--- src/rtl/noc_flit_pkg.sv ---
// Shared NoC flit definitions: widths, flit type codes, HEAD field offsets
// and the spike packer state encoding.
package noc_flit_pkg;

    localparam int FLIT_W   = 32;
    localparam int CW       = 4;
    localparam int MAX_DEST = 4;
    localparam int TS_W     = 16;

    localparam logic [1:0] FLIT_HEAD = 2'b10;
    localparam logic [1:0] FLIT_BODY = 2'b00;
    localparam logic [1:0] FLIT_TAIL = 2'b01;

    localparam int DST_X_LSB = 26;
    localparam int DST_Y_LSB = 22;
    localparam int SRC_X_LSB = 18;
    localparam int SRC_Y_LSB = 14;

    typedef enum logic [2:0] {
        ST_IDLE,
        ST_WAIT,
        ST_HEAD,
        ST_BODY,
        ST_TAIL
    } packer_state_t;

    // Clamp a requested fan-out to the number of destination slots.
    function automatic logic [2:0] sat_dest(input logic [2:0] n, input int max_dest);
        logic [2:0] lim;
        lim = 3'(max_dest);
        return (n > lim) ? lim : n;
    endfunction

endpackage

--- src/rtl/spike_flit_packer_if.sv ---
// Valid/ready flit stream from the spike packer into the router local port.
interface spike_flit_packer_if #(
    parameter int FLIT_W = 32
);
    logic [FLIT_W-1:0] flit_out;
    logic              flit_valid;
    logic              flit_ready;

    modport master (output flit_out, output flit_valid, input flit_ready);
    modport slave  (input flit_out, input flit_valid, output flit_ready);
endinterface

--- src/rtl/spike_ts_counter.sv ---
// Free-running 16-bit spike timestamp, advanced by one on each step pulse.
module spike_ts_counter
    import noc_flit_pkg::*;
(
    input  logic            clk,
    input  logic            rst,
    input  logic            step,
    output logic [TS_W-1:0] ts
);
    logic [TS_W-1:0] ts_reg;

    always_ff @(posedge clk or posedge rst) begin
        if (rst)
            ts_reg <= '0;
        else if (step)
            ts_reg <= ts_reg + 1'b1;
    end

    assign ts = ts_reg;
endmodule

--- src/rtl/spike_flit_packer.sv ---
// Pops spikes from the neuron FIFO and emits one HEAD/TAIL unicast packet per destination.
// Optional SPIKE_TIMESTAMP_EN inserts a BODY{id} flit and carries a timestamp in the TAIL.
module spike_flit_packer
    import noc_flit_pkg::*;
#(
    parameter int DW       = 8,
    parameter int CW       = 4,
    parameter int MAX_DEST = 4,
    parameter int FLIT_W   = 32
) (
    input  logic                      clk,
    input  logic                      rst,
    input  logic [DW-1:0]             fifo_dout,
    input  logic                      fifo_empty,
    output logic                      fifo_re,
    input  logic [CW-1:0]             my_x,
    input  logic [CW-1:0]             my_y,
    input  logic [2:0]                dest_num,
    input  logic [MAX_DEST*2*CW-1:0]  dest_xy,
    input  logic                      step,
    spike_flit_packer_if.master       flit_if,
    output logic                      busy,
    output logic [15:0]               sent_cnt,
    output logic [15:0]               drop_cnt
);
    localparam int IDX_W = (MAX_DEST > 1) ? $clog2(MAX_DEST) : 1;

    packer_state_t     state_reg, state_next;
    logic [DW-1:0]     id_reg, id_next;
    logic [2:0]        dn_reg, dn_next;
    logic [IDX_W-1:0]  idx_reg, idx_next;
    logic [FLIT_W-1:0] flit_reg, flit_next;
    logic              valid_reg, valid_next;
    logic [15:0]       sent_reg, sent_next;
    logic [15:0]       drop_reg, drop_next;

    logic [CW-1:0]     dst_x [MAX_DEST];
    logic [CW-1:0]     dst_y [MAX_DEST];
    logic [IDX_W-1:0]  head_idx;
    logic [FLIT_W-1:0] head_flit;
    logic [FLIT_W-1:0] id_word;
    logic [2:0]        dest_num_sat;
    logic              last_dest;

    generate
        for (genvar gi = 0; gi < MAX_DEST; gi++) begin : g_dest
            assign dst_x[gi] = dest_xy[gi*2*CW+CW +: CW];
            assign dst_y[gi] = dest_xy[gi*2*CW    +: CW];
        end
    endgenerate

    // The HEAD flit is always built for the packet about to start: entry 0
    // when leaving WAIT, otherwise the entry after the one just finished.
    assign head_idx     = (state_reg == ST_WAIT) ? '0 : idx_reg + 1'b1;
    assign dest_num_sat = sat_dest(dest_num, MAX_DEST);
    assign last_dest    = (3'(idx_reg) == dn_reg - 3'd1);

    always_comb begin
        head_flit = '0;
        head_flit[FLIT_W-1 -: 2]   = FLIT_HEAD;
        head_flit[DST_X_LSB +: CW] = dst_x[head_idx];
        head_flit[DST_Y_LSB +: CW] = dst_y[head_idx];
        head_flit[SRC_X_LSB +: CW] = my_x;
        head_flit[SRC_Y_LSB +: CW] = my_y;
        id_word = '0;
        id_word[DW-1:0] = id_reg;
    end

`ifdef SPIKE_TIMESTAMP_EN
    logic [TS_W-1:0]   ts;
    logic [TS_W-1:0]   ts_snap_reg, ts_snap_next;
    logic [FLIT_W-1:0] ts_word;

    spike_ts_counter u_ts (
        .clk  (clk),
        .rst  (rst),
        .step (step),
        .ts   (ts)
    );

    always_comb begin
        ts_word = '0;
        ts_word[TS_W-1:0] = ts_snap_reg;
    end

    always_ff @(posedge clk or posedge rst) begin
        if (rst)
            ts_snap_reg <= '0;
        else
            ts_snap_reg <= ts_snap_next;
    end
`else
    logic unused_step;
    assign unused_step = step;
`endif

    always_comb begin
        state_next = state_reg;
        id_next    = id_reg;
        dn_next    = dn_reg;
        idx_next   = idx_reg;
        flit_next  = flit_reg;
        valid_next = valid_reg;
        sent_next  = sent_reg;
        drop_next  = drop_reg;
`ifdef SPIKE_TIMESTAMP_EN
        ts_snap_next = ts_snap_reg;
`endif
        case (state_reg)
            ST_IDLE: begin
                if (!fifo_empty)
                    state_next = ST_WAIT;
            end
            ST_WAIT: begin
                id_next = fifo_dout;
                dn_next = dest_num_sat;
`ifdef SPIKE_TIMESTAMP_EN
                ts_snap_next = ts;
`endif
                if (dest_num_sat == 3'd0) begin
                    drop_next  = drop_reg + 1'b1;
                    state_next = ST_IDLE;
                end else begin
                    idx_next   = '0;
                    flit_next  = head_flit;
                    valid_next = 1'b1;
                    state_next = ST_HEAD;
                end
            end
            ST_HEAD: begin
                if (flit_if.flit_ready) begin
`ifdef SPIKE_TIMESTAMP_EN
                    flit_next  = id_word;
                    flit_next[FLIT_W-1 -: 2] = FLIT_BODY;
                    state_next = ST_BODY;
`else
                    flit_next  = id_word;
                    flit_next[FLIT_W-1 -: 2] = FLIT_TAIL;
                    state_next = ST_TAIL;
`endif
                end
            end
`ifdef SPIKE_TIMESTAMP_EN
            ST_BODY: begin
                if (flit_if.flit_ready) begin
                    flit_next  = ts_word;
                    flit_next[FLIT_W-1 -: 2] = FLIT_TAIL;
                    state_next = ST_TAIL;
                end
            end
`endif
            ST_TAIL: begin
                if (flit_if.flit_ready) begin
                    sent_next = sent_reg + 1'b1;
                    if (last_dest) begin
                        flit_next  = '0;
                        valid_next = 1'b0;
                        state_next = ST_IDLE;
                    end else begin
                        idx_next   = idx_reg + 1'b1;
                        flit_next  = head_flit;
                        state_next = ST_HEAD;
                    end
                end
            end
            default: begin
                valid_next = 1'b0;
                state_next = ST_IDLE;
            end
        endcase
    end

    always_ff @(posedge clk or posedge rst) begin
        if (rst) begin
            state_reg <= ST_IDLE;
            id_reg    <= '0;
            dn_reg    <= '0;
            idx_reg   <= '0;
            flit_reg  <= '0;
            valid_reg <= 1'b0;
            sent_reg  <= '0;
            drop_reg  <= '0;
        end else begin
            state_reg <= state_next;
            id_reg    <= id_next;
            dn_reg    <= dn_next;
            idx_reg   <= idx_next;
            flit_reg  <= flit_next;
            valid_reg <= valid_next;
            sent_reg  <= sent_next;
            drop_reg  <= drop_next;
        end
    end

    // Pop only from IDLE, so the registered empty flag can never cause an underflow.
    assign fifo_re            = (state_reg == ST_IDLE) && !fifo_empty && !rst;
    assign busy               = (state_reg != ST_IDLE);
    assign flit_if.flit_out   = flit_reg;
    assign flit_if.flit_valid = valid_reg;
    assign sent_cnt           = sent_reg;
    assign drop_cnt           = drop_reg;
endmodule

--- src/flat_wrapper.sv ---
// flat-port wrapper written by rule: the top's interface ports become plain ports
module spike_flit_packer_flat import noc_flit_pkg::*;
#(
    parameter int DW       = 8,
    parameter int CW       = 4,
    parameter int MAX_DEST = 4,
    parameter int FLIT_W   = 32
)
  (clk, rst, fifo_dout, fifo_empty, fifo_re, my_x, my_y, dest_num, dest_xy, step, busy, sent_cnt, drop_cnt, flit_if_flit_out, flit_if_flit_valid, flit_if_flit_ready);
  spike_flit_packer_if #(.FLIT_W(FLIT_W)) flit_if_i ();
  input  logic clk;
  input  logic rst;
  input  logic [DW-1:0] fifo_dout;
  input  logic fifo_empty;
  output logic fifo_re;
  input  logic [CW-1:0] my_x;
  input  logic [CW-1:0] my_y;
  input  logic [2:0] dest_num;
  input  logic [MAX_DEST*2*CW-1:0] dest_xy;
  input  logic step;
  output logic busy;
  output logic [15:0] sent_cnt;
  output logic [15:0] drop_cnt;
  output wire logic [$bits(flit_if_i.flit_out)-1:0] flit_if_flit_out;
  output wire logic [$bits(flit_if_i.flit_valid)-1:0] flit_if_flit_valid;
  input wire logic [$bits(flit_if_i.flit_ready)-1:0] flit_if_flit_ready;
  assign flit_if_flit_out = flit_if_i.flit_out;
  assign flit_if_flit_valid = flit_if_i.flit_valid;
  assign flit_if_i.flit_ready = flit_if_flit_ready;
  spike_flit_packer #(.DW(DW), .CW(CW), .MAX_DEST(MAX_DEST), .FLIT_W(FLIT_W)) u_core (.clk(clk), .rst(rst), .fifo_dout(fifo_dout), .fifo_empty(fifo_empty), .fifo_re(fifo_re), .my_x(my_x), .my_y(my_y), .dest_num(dest_num), .dest_xy(dest_xy), .step(step), .flit_if(flit_if_i), .busy(busy), .sent_cnt(sent_cnt), .drop_cnt(drop_cnt));
endmodule
--- config.mk ---
export PLATFORM = sky130hd
export DESIGN_NAME = spike_flit_packer_flat
export DESIGN_NICKNAME = d
export VERILOG_FILES = /design/src/rtl/noc_flit_pkg.sv /design/src/rtl/spike_flit_packer_if.sv /design/src/rtl/spike_ts_counter.sv /design/src/rtl/spike_flit_packer.sv /design/src/flat_wrapper.sv
export SDC_FILE = /design/constraint.sdc
export NUM_CORES = 1
export LEC_CHECK = 0
export BUFFER_PORTS_ARGS = -buffer_cell sky130_fd_sc_hd__buf_2
export CAP_MARGIN = 20
export CORE_MARGIN = 3
export CORE_UTILIZATION = 50
export DETAILED_ROUTE_END_ITERATION = 8
export PLACE_DENSITY = 0.87
export SLEW_MARGIN = 20
export SYNTH_ARGS = -nofsm -noshare
export SYNTH_HDL_FRONTEND = slang
export SYNTH_SLANG_ARGS = --single-unit
--- constraint.sdc ---
create_clock -name clk -period 2.2 [get_ports clk]
set_input_delay 0.11 -clock clk [delete_from_list [all_inputs] [get_ports clk]]
set_output_delay 0.11 -clock clk [all_outputs]
set_load 0.01 [all_outputs]
==> reports/metrics.yaml, run 1 <==
die_w_um: 90.1
finalHoldWorstSlack_ns: 0.0255
cp_num_buf_inv: 2
drt_drc: 0
beginning_of_the_worst_register_to_register_path: "u_core.dn_reg[0]"
final_sum_of_negative_setup_slack_ns: 0
numPortBuffers: 115
post_route_cells_drive_above_1_share_pct: 34.9
fp.dieArea_mm2: 0.00811
result_of_the_run: "finished, final reports clean"
clkSlewWorstSetupHoldPaths_ns: 0.07
worst-r2r-cell-count: 7
post_synth_inst_count: 319
finalCriticalPeriod_ns: 1.93
timing.critical_path.from_type: "register"
critPathKind: "register to register"
cts_tree: "yes"
critical_path_arrival_ns: 2.15
power.static_leakage_nw: 2.30
r2r_slack_ns: 0.27
antenna-diode-count: 0
grt_pass1_wl_mm: 13.3
largest_register_ff_count: 26
ir_drop_mv: 0.630
row_count: 30
final_wtd_congestion: 0.784
num-nets-final: 514
post_drt_wl_per_cell_um: 14.5
internal_power_mw: 3.29
logic_pwr_share_pct: 37.7
tritoncts.num_buffers: 9
report.final.slew_viol_count: 0
netSwitchingFraction_pct: 35.1
synth_adder_area_share_pct: 1.06
timing.critical_path.slowest_cell_delay_ns: 0.36
cts_max_path_buffers: 2
ff_latch_area_mm2: 0.00188
power_dens_cells_mw_per_mm2: 1110
gr-total-overflow: 0
holdPathStages: 2
worstHoldStart: "my_x[1]"
avgViaCountPerCell: 5.14
path_max_fanout: 9
top_level_i_o_count: 123
hold_path_end: "u_core.flit_if.flit_out[19]"
filler_cell_count: 551
netlist.top_cell.by_area: "dfrtp_1"
ys.flop_type: "dfrtp_1"
synth-xor-area-share_pct: 8.18
multiplexer_area_fraction_after_synthesis_pct: 3.15
fraction_of_the_mapped_netlist_area_in_compound_gates_pct: 12.2
grt_start_max_net_pins: 39
reg2reg_to: "u_core.flit_if.flit_out[15]"
htree_num_levels: 3
timing.max_slew.rel_slack_pct: 57.0
wl_final_mm: 8.01
multi_input_area_mm2: 0.00152
postSynthAreaPerCell_um2: 11.1
fin_crit_sh_pct: 87.9
cp.required_ns: 2.42
hold_wc_path_type: "primary input to register"
grt_use_total_pct: 20.1
drt.antenna.violating_nets: 0
synth.yosys.warnings: 0
grt_pass1_vias: 2845
ys_seq_elements: 75
mappedNetlistArea_mm2: 0.00353
setup_viol: 0
worst_skew_pair.late_latency_ns: 0.34
clkSinkCount: 75
yosysSeqAreaShare_pct: 53.1
start_util_pct: 51.7
placeableCoreArea_mm2: 0.00683
cp_slowest_cell: "dfrtp_1"
worstMarginPinSlew_ns: 0.642
seq_power_share_pct: 41.3
largest_family_of_logic_cells_by_synthesized_area: "simple AND/OR/NAND/NOR gates"
floorplan.die.height_um: 90.1
drt_iter0_drc: 59
synth_common_cells: "dfrtp_1, nand2_1, xnor2_1"
area_delta_synth_final_pct: 29.0
crit_family: "compound AO/OA/AOI/OAI gates"
yosysTopAreaCellShare_pct: 53.1
setup.worst_path.end_class: "register"
cp_cell_sequence: "inv_1 -> ha_1 -> xnor2_1 -> o31ai_2 -> o21ai_1 -> buf_4 -> a22o_1"
rsz0062_at_grt: "no"
dp.final_hpwl_mm: 5.55
drt_pre_antenna_iters: 4
hold_viol_final: 0
share_of_synthesized_cell_area_in_and_or_nand_and_nor_gates_pct: 17.7
postCtsSetupBuffers: 0
p_sw_mw: 1.78
synthArstFlopShare_pct: 100
timing_limited_maximum_frequency_ghz: 0.517
clock-skew-final_ns: 0.0142
yosys-top-cells-area: "dfrtp_1, xnor2_1, a22o_1, nand2_1, mux2_2"
maxCapViolCount: 0
post_synth_num_cell_types: 51
cts_root_buffer: "clkbuf_8"
grt_antenna_before_repair: 0
clkPwrFrac_pct: 21.0
synth-edff-count: 0
routed-via-count: 2850
yosysMostFrequentCell: "dfrtp_1"
-- cell families (layout without fill, tap and decap cells) --
family / count (synthesis) / after routing
simple gates: 109 / 109
flops: 75 / 75
compound gates: 61 / 61
xor+xnor: 33 / 33
buf+inv: 27 / 161
mux: 10 / 10
fa+ha+maj: 3 / 3
other cells: 1 / 6
-- final cells by class --
type	count	area share, %
clock buffers	12	3.62
clock inverters	2	0.769
inverters	6	0.494
multi-input cells	222	33.4
flip-flops and latches	75	41.2
well taps	96	2.64
repair buffers	141	17.8
-- power groups by stage --
stage | Sequential, mW | Clock (mW) | Combinational (mW)
2_1_floorplan | 2.17 | 0 | 1.25
3_3_place_gp | 2.10 | 0 | 1.84
3_5_place_dp | 2.11 | 0 | 1.91
4_1_cts | 2.10 | 1.09 | 1.93
5_1_grt | 2.16 | 1.14 | 2.11
6_report | 2.10 | 1.06 | 1.91
-- routing by layer --
| metal | track usage, % | vias up | part of all wire [%] |
|---|---|---|---|
| met5 | 0 | - | 0 |
| met4 | 8.55 | 0 | 1.6 |
| met3 | 3.60 | 12 | 5.7 |
| met2 | 33.5 | 111 | 49 |
| met1 | 25.8 | 1339 | 44 |
| li1 | - | 1388 | - |
-- layout by cell type (no fill, tap or decap), types with 2 or more instances in the layout --
cell type and instances:
nand4_1 16, xor2_1 8, nor2_1 7, nor3_2 2
nor3_1 8, nand3b_1 2, dlygate4sd3_1 17, dfrtp_1 75
a21o_1 2, xnor2_1 25, buf_4 9, nand2_1 44
o21ai_0 5, mux2_2 9, a22o_1 23, o22ai_1 7
and3_1 3, a21oi_1 16, conb_1 6, and2_1 3
clkbuf_8 12, inv_1 5, and4_1 2, ha_1 3
nand3_1 5, nand2b_1 4, buf_2 115
-- through the flow --
step / cell area, um^2 / worst slack [ns] / instances / power, mW / utilization [%]
6_report: 4560 / 0.266 / 554 / 5.08 / 66.7
5_1_grt: 4560 / 0.136 / 554 / 5.41 / 66.7
4_1_cts: 4560 / 0.254 / 554 / 5.12 / 66.7
3_5_place_dp: 4190 / 0.272 / 523 / 4.01 / 61.3
3_3_place_gp: 4190 / 0.378 / 523 / 3.95 / 61.3
2_1_floorplan: 3550 / 0.180 / 324 / 3.42 / -
-- worst max-delay path by stage --
stage / depth (start not counted) / endpoint / slack, ns / start
after detailed placement: 7 / u_core.flit_if.flit_out[15] / 0.27 / u_core.dn_reg[0]
final: 7 / u_core.flit_if.flit_out[15] / 0.27 / u_core.dn_reg[0]
after global routing: 7 / u_core.flit_if.flit_out[17] / 0.14 / u_core.dn_reg[0]
after floorplan: 1 / u_core.dn_reg[0] / 0.18 / rst
after CTS: 7 / u_core.flit_if.flit_out[15] / 0.25 / u_core.dn_reg[0]
after global placement: 7 / u_core.flit_if.flit_out[21] / 0.38 / u_core.dn_reg[0]
-- timing repair --
item | CTS | global route
endpoints found under the hold margin | 91 | 0
hold buffers | 17 | 0
gates resized for setup | 0 | 0
Power figures use the tool's default switching activity.
==> run 2, diff against run 1 <==
==> constraint.sdc (replaced) <==
create_clock -name clk -period 1.9 [get_ports clk]
set_input_delay 0.095 -clock clk [delete_from_list [all_inputs] [get_ports clk]]
set_output_delay 0.095 -clock clk [all_outputs]
set_load 0.01 [all_outputs]
==> reports/metrics.yaml, run 2 (same netlist as run 1, synthesis figures left out) <==
finalHoldWorstSlack_ns: 0.0364  # was 0.0255 ns
final.setup.worst_slack_ns: 0.0795  # was 0.266 ns
floorplan.die.height_um: 90.1  # unchanged
most-common-layout-cells: "buf_2, dfrtp_1, nand2_1"  # unchanged
numPortBuffers: 115  # unchanged
finalCriticalPeriod_ns: 1.82  # was 1.93 ns
seq_power_share_pct: 40.0  # was 41.3%
cts_tree: "yes"  # unchanged
p_sw_mw: 2.14  # was 1.78 mW
drt.antenna.violating_nets: 0  # unchanged
groute.layer.met3.usage_pct: 4.60  # was 3.60%
worstHoldStart: "dest_num[1]"  # was my_x[1]
timing_limited_maximum_frequency_ghz: 0.549  # was 0.517 GHz
gr-total-overflow: 0  # unchanged
wl_final_mm: 8.09  # was 8.01 mm
routed-via-count: 2918  # was 2850
tritoncts.num_buffers: 9  # unchanged
dp.final_hpwl_mm: 5.58  # was 5.55 mm
hold_path_end: "u_core.dn_reg[1]"  # was u_core.flit_if.flit_out[19]
report.final.slew_viol_count: 0  # unchanged
gr-usage-met1_pct: 27.5  # was 25.8%
fin_crit_sh_pct: 95.8  # was 87.9%
cts_root_buffer: "clkbuf_8"  # unchanged
holdPathStages: 3  # was 2
dp_worst_setup_slack_ns: 0.0689  # was 0.272 ns
result_of_the_run: "finished, final reports clean"  # unchanged
worst-r2r-cell-count: 7  # unchanged
layout_commonest_cell: "buf_2"  # unchanged
beginning_of_the_worst_register_to_register_path: "u_core.dn_reg[0]"  # unchanged
avgViaCountPerCell: 5.18  # was 5.14
drt_iter0_drc: 85  # was 59
cp.required_ns: 2.13  # was 2.42 ns
worst_skew_pair.late_latency_ns: 0.35  # was 0.34 ns
cts_max_path_buffers: 2  # unchanged
clkSinkCount: 75  # unchanged
die_w_um: 90.1  # unchanged
critPathKind: "register to register"  # unchanged
drt_drc: 0  # unchanged
ir_drop_mv: 0.724  # was 0.630 mV
row_count: 30  # unchanged
num-nets-final: 521  # was 514
antenna-diode-count: 0  # unchanged
internal_power_mw: 3.87  # was 3.29 mW
power_dens_cells_mw_per_mm2: 1300  # was 1110 mW/mm^2
area_delta_synth_final_pct: 31.2  # was 29.0%
power.static_leakage_nw: 2.34  # was 2.30 nW
grtUsageMet2_pct: 34.5  # was 33.5%
largest_register_ff_count: 26  # unchanged
r2r_slack_ns: 0.08  # was 0.27 ns
critical_path_arrival_ns: 2.05  # was 2.15 ns
filler_cell_count: 547  # was 551
fp.dieArea_mm2: 0.00811  # unchanged
netSwitchingFraction_pct: 35.6  # was 35.1%
setup.worst_path.end_class: "register"  # unchanged
grt_pass1_wl_mm: 14.1  # was 13.3 mm
maxCapViolCount: 0  # unchanged
grt_use_total_pct: 21.2  # was 20.1%
final_core_occ_pct: 67.9  # was 66.7%
post_route_cells_drive_above_1_share_pct: 36.0  # was 34.9%
worstMarginPinSlew_ns: 0.640  # was 0.642 ns
placeableCoreArea_mm2: 0.00683  # unchanged
clkSlewWorstSetupHoldPaths_ns: 0.07  # about the same
grt_start_max_net_pins: 38  # was 39
drt_pre_antenna_iters: 4  # unchanged
final_wtd_congestion: 0.756  # was 0.784
timing.max_slew.rel_slack_pct: 57.2  # was 57.0%
start_util_pct: 51.7  # unchanged
top_level_i_o_count: 123  # unchanged
logic_pwr_share_pct: 38.0  # was 37.7%
post_drt_wl_per_cell_um: 14.4  # was 14.5 um
hold_viol_final: 0  # unchanged
path_max_fanout: 20  # was 9
timing.critical_path.from_type: "register"  # unchanged
grt_pass1_vias: 2982  # was 2845
hold_wc_path_type: "primary input to register"  # unchanged
htree_num_levels: 3  # unchanged
reg2reg_to: "u_core.flit_if.flit_out[14]"  # was u_core.flit_if.flit_out[15]
clkPwrFrac_pct: 22.1  # was 21.0%
clock-skew-final_ns: 0.00824  # was 0.0142 ns
top_usage_layer: "met2"  # unchanged
grt_antenna_before_repair: 0  # unchanged
setup_viol: 0  # unchanged
==> run 2: area by class of cell <==
cell class / count / area (um^2) / area share [%]
clock buffer: 9 / 124 / 2.67
clock inverter: 7 / 92.6 / 2.00
inverter: 6 / 26.3 / 0.567
multi-input combinational: 222 / 1520 / 32.9
sequential: 75 / 1880 / 40.5
tap: 96 / 120 / 2.59
timing repair buffer: 148 / 871 / 18.8
==> run 2: worst max-delay path, stage by stage, from the launching register on <==
cell and delay, ns:
dfrtp_1 0.37, inv_1 0.06, ha_1 0.30, xnor2_1 0.15, o31ai_2 0.25, o21ai_1 0.10
buf_4 0.22, a22o_1 0.25
==> run 2: how the worst max path moves through the flow <==
stage / from / endpoint / slack, ns / cells after the start
final: u_core.dn_reg[0] / u_core.flit_if.flit_out[14] / 0.08 / 7
after floorplan: u_core.dn_reg[0] / u_core.flit_if.flit_out[14] / 0.20 / 7
after CTS: u_core.dn_reg[0] / u_core.flit_if.flit_out[20] / 0.05 / 7
after detailed placement: u_core.dn_reg[0] / u_core.flit_if.flit_out[20] / 0.07 / 7
after global placement: u_core.dn_reg[0] / u_core.flit_if.flit_out[14] / 0.15 / 7
after global routing: u_core.dn_reg[0] / u_core.flit_if.flit_out[20] / -0.01 / 7
==> run 2: through the flow <==
step / std cells / total power [mW] / instance area [um^2] / setup TNS (ns)
2_1_floorplan: 324 / 3.96 / 3550 / 0
3_3_place_gp: 527 / 4.59 / 4220 / 0
3_5_place_dp: 527 / 4.68 / 4220 / 0
4_1_cts: 562 / 6.05 / 4630 / 0
5_1_grt: 563 / 6.44 / 4640 / -0.0612
6_report: 563 / 6.01 / 4640 / 0
==> run 2: power by group through the flow <==
stage | Combinational, mW | Clock [mW] | Sequential, mW
2_1_floorplan | 1.45 | 0 | 2.51
3_3_place_gp | 2.19 | 0 | 2.40
3_5_place_dp | 2.27 | 0 | 2.41
4_1_cts | 2.29 | 1.36 | 2.40
5_1_grt | 2.54 | 1.43 | 2.46
6_report | 2.28 | 1.33 | 2.40
==> run 2: what timing repair did <==
item,CTS,global route
endpoints found under the hold margin,93,0
hold buffers,19,0
gates resized for setup,0,1
buffers inserted,0,1
setup endpoints to repair,0,17
==> run 2: per-layer routing <==
metal | vias to the layer above | share of wire, %
met5 | - | 0
met2 | 111 | 48
li1 | 1408 | -
met4 | 0 | 1.9
met3 | 15 | 6.6
met1 | 1384 | 44
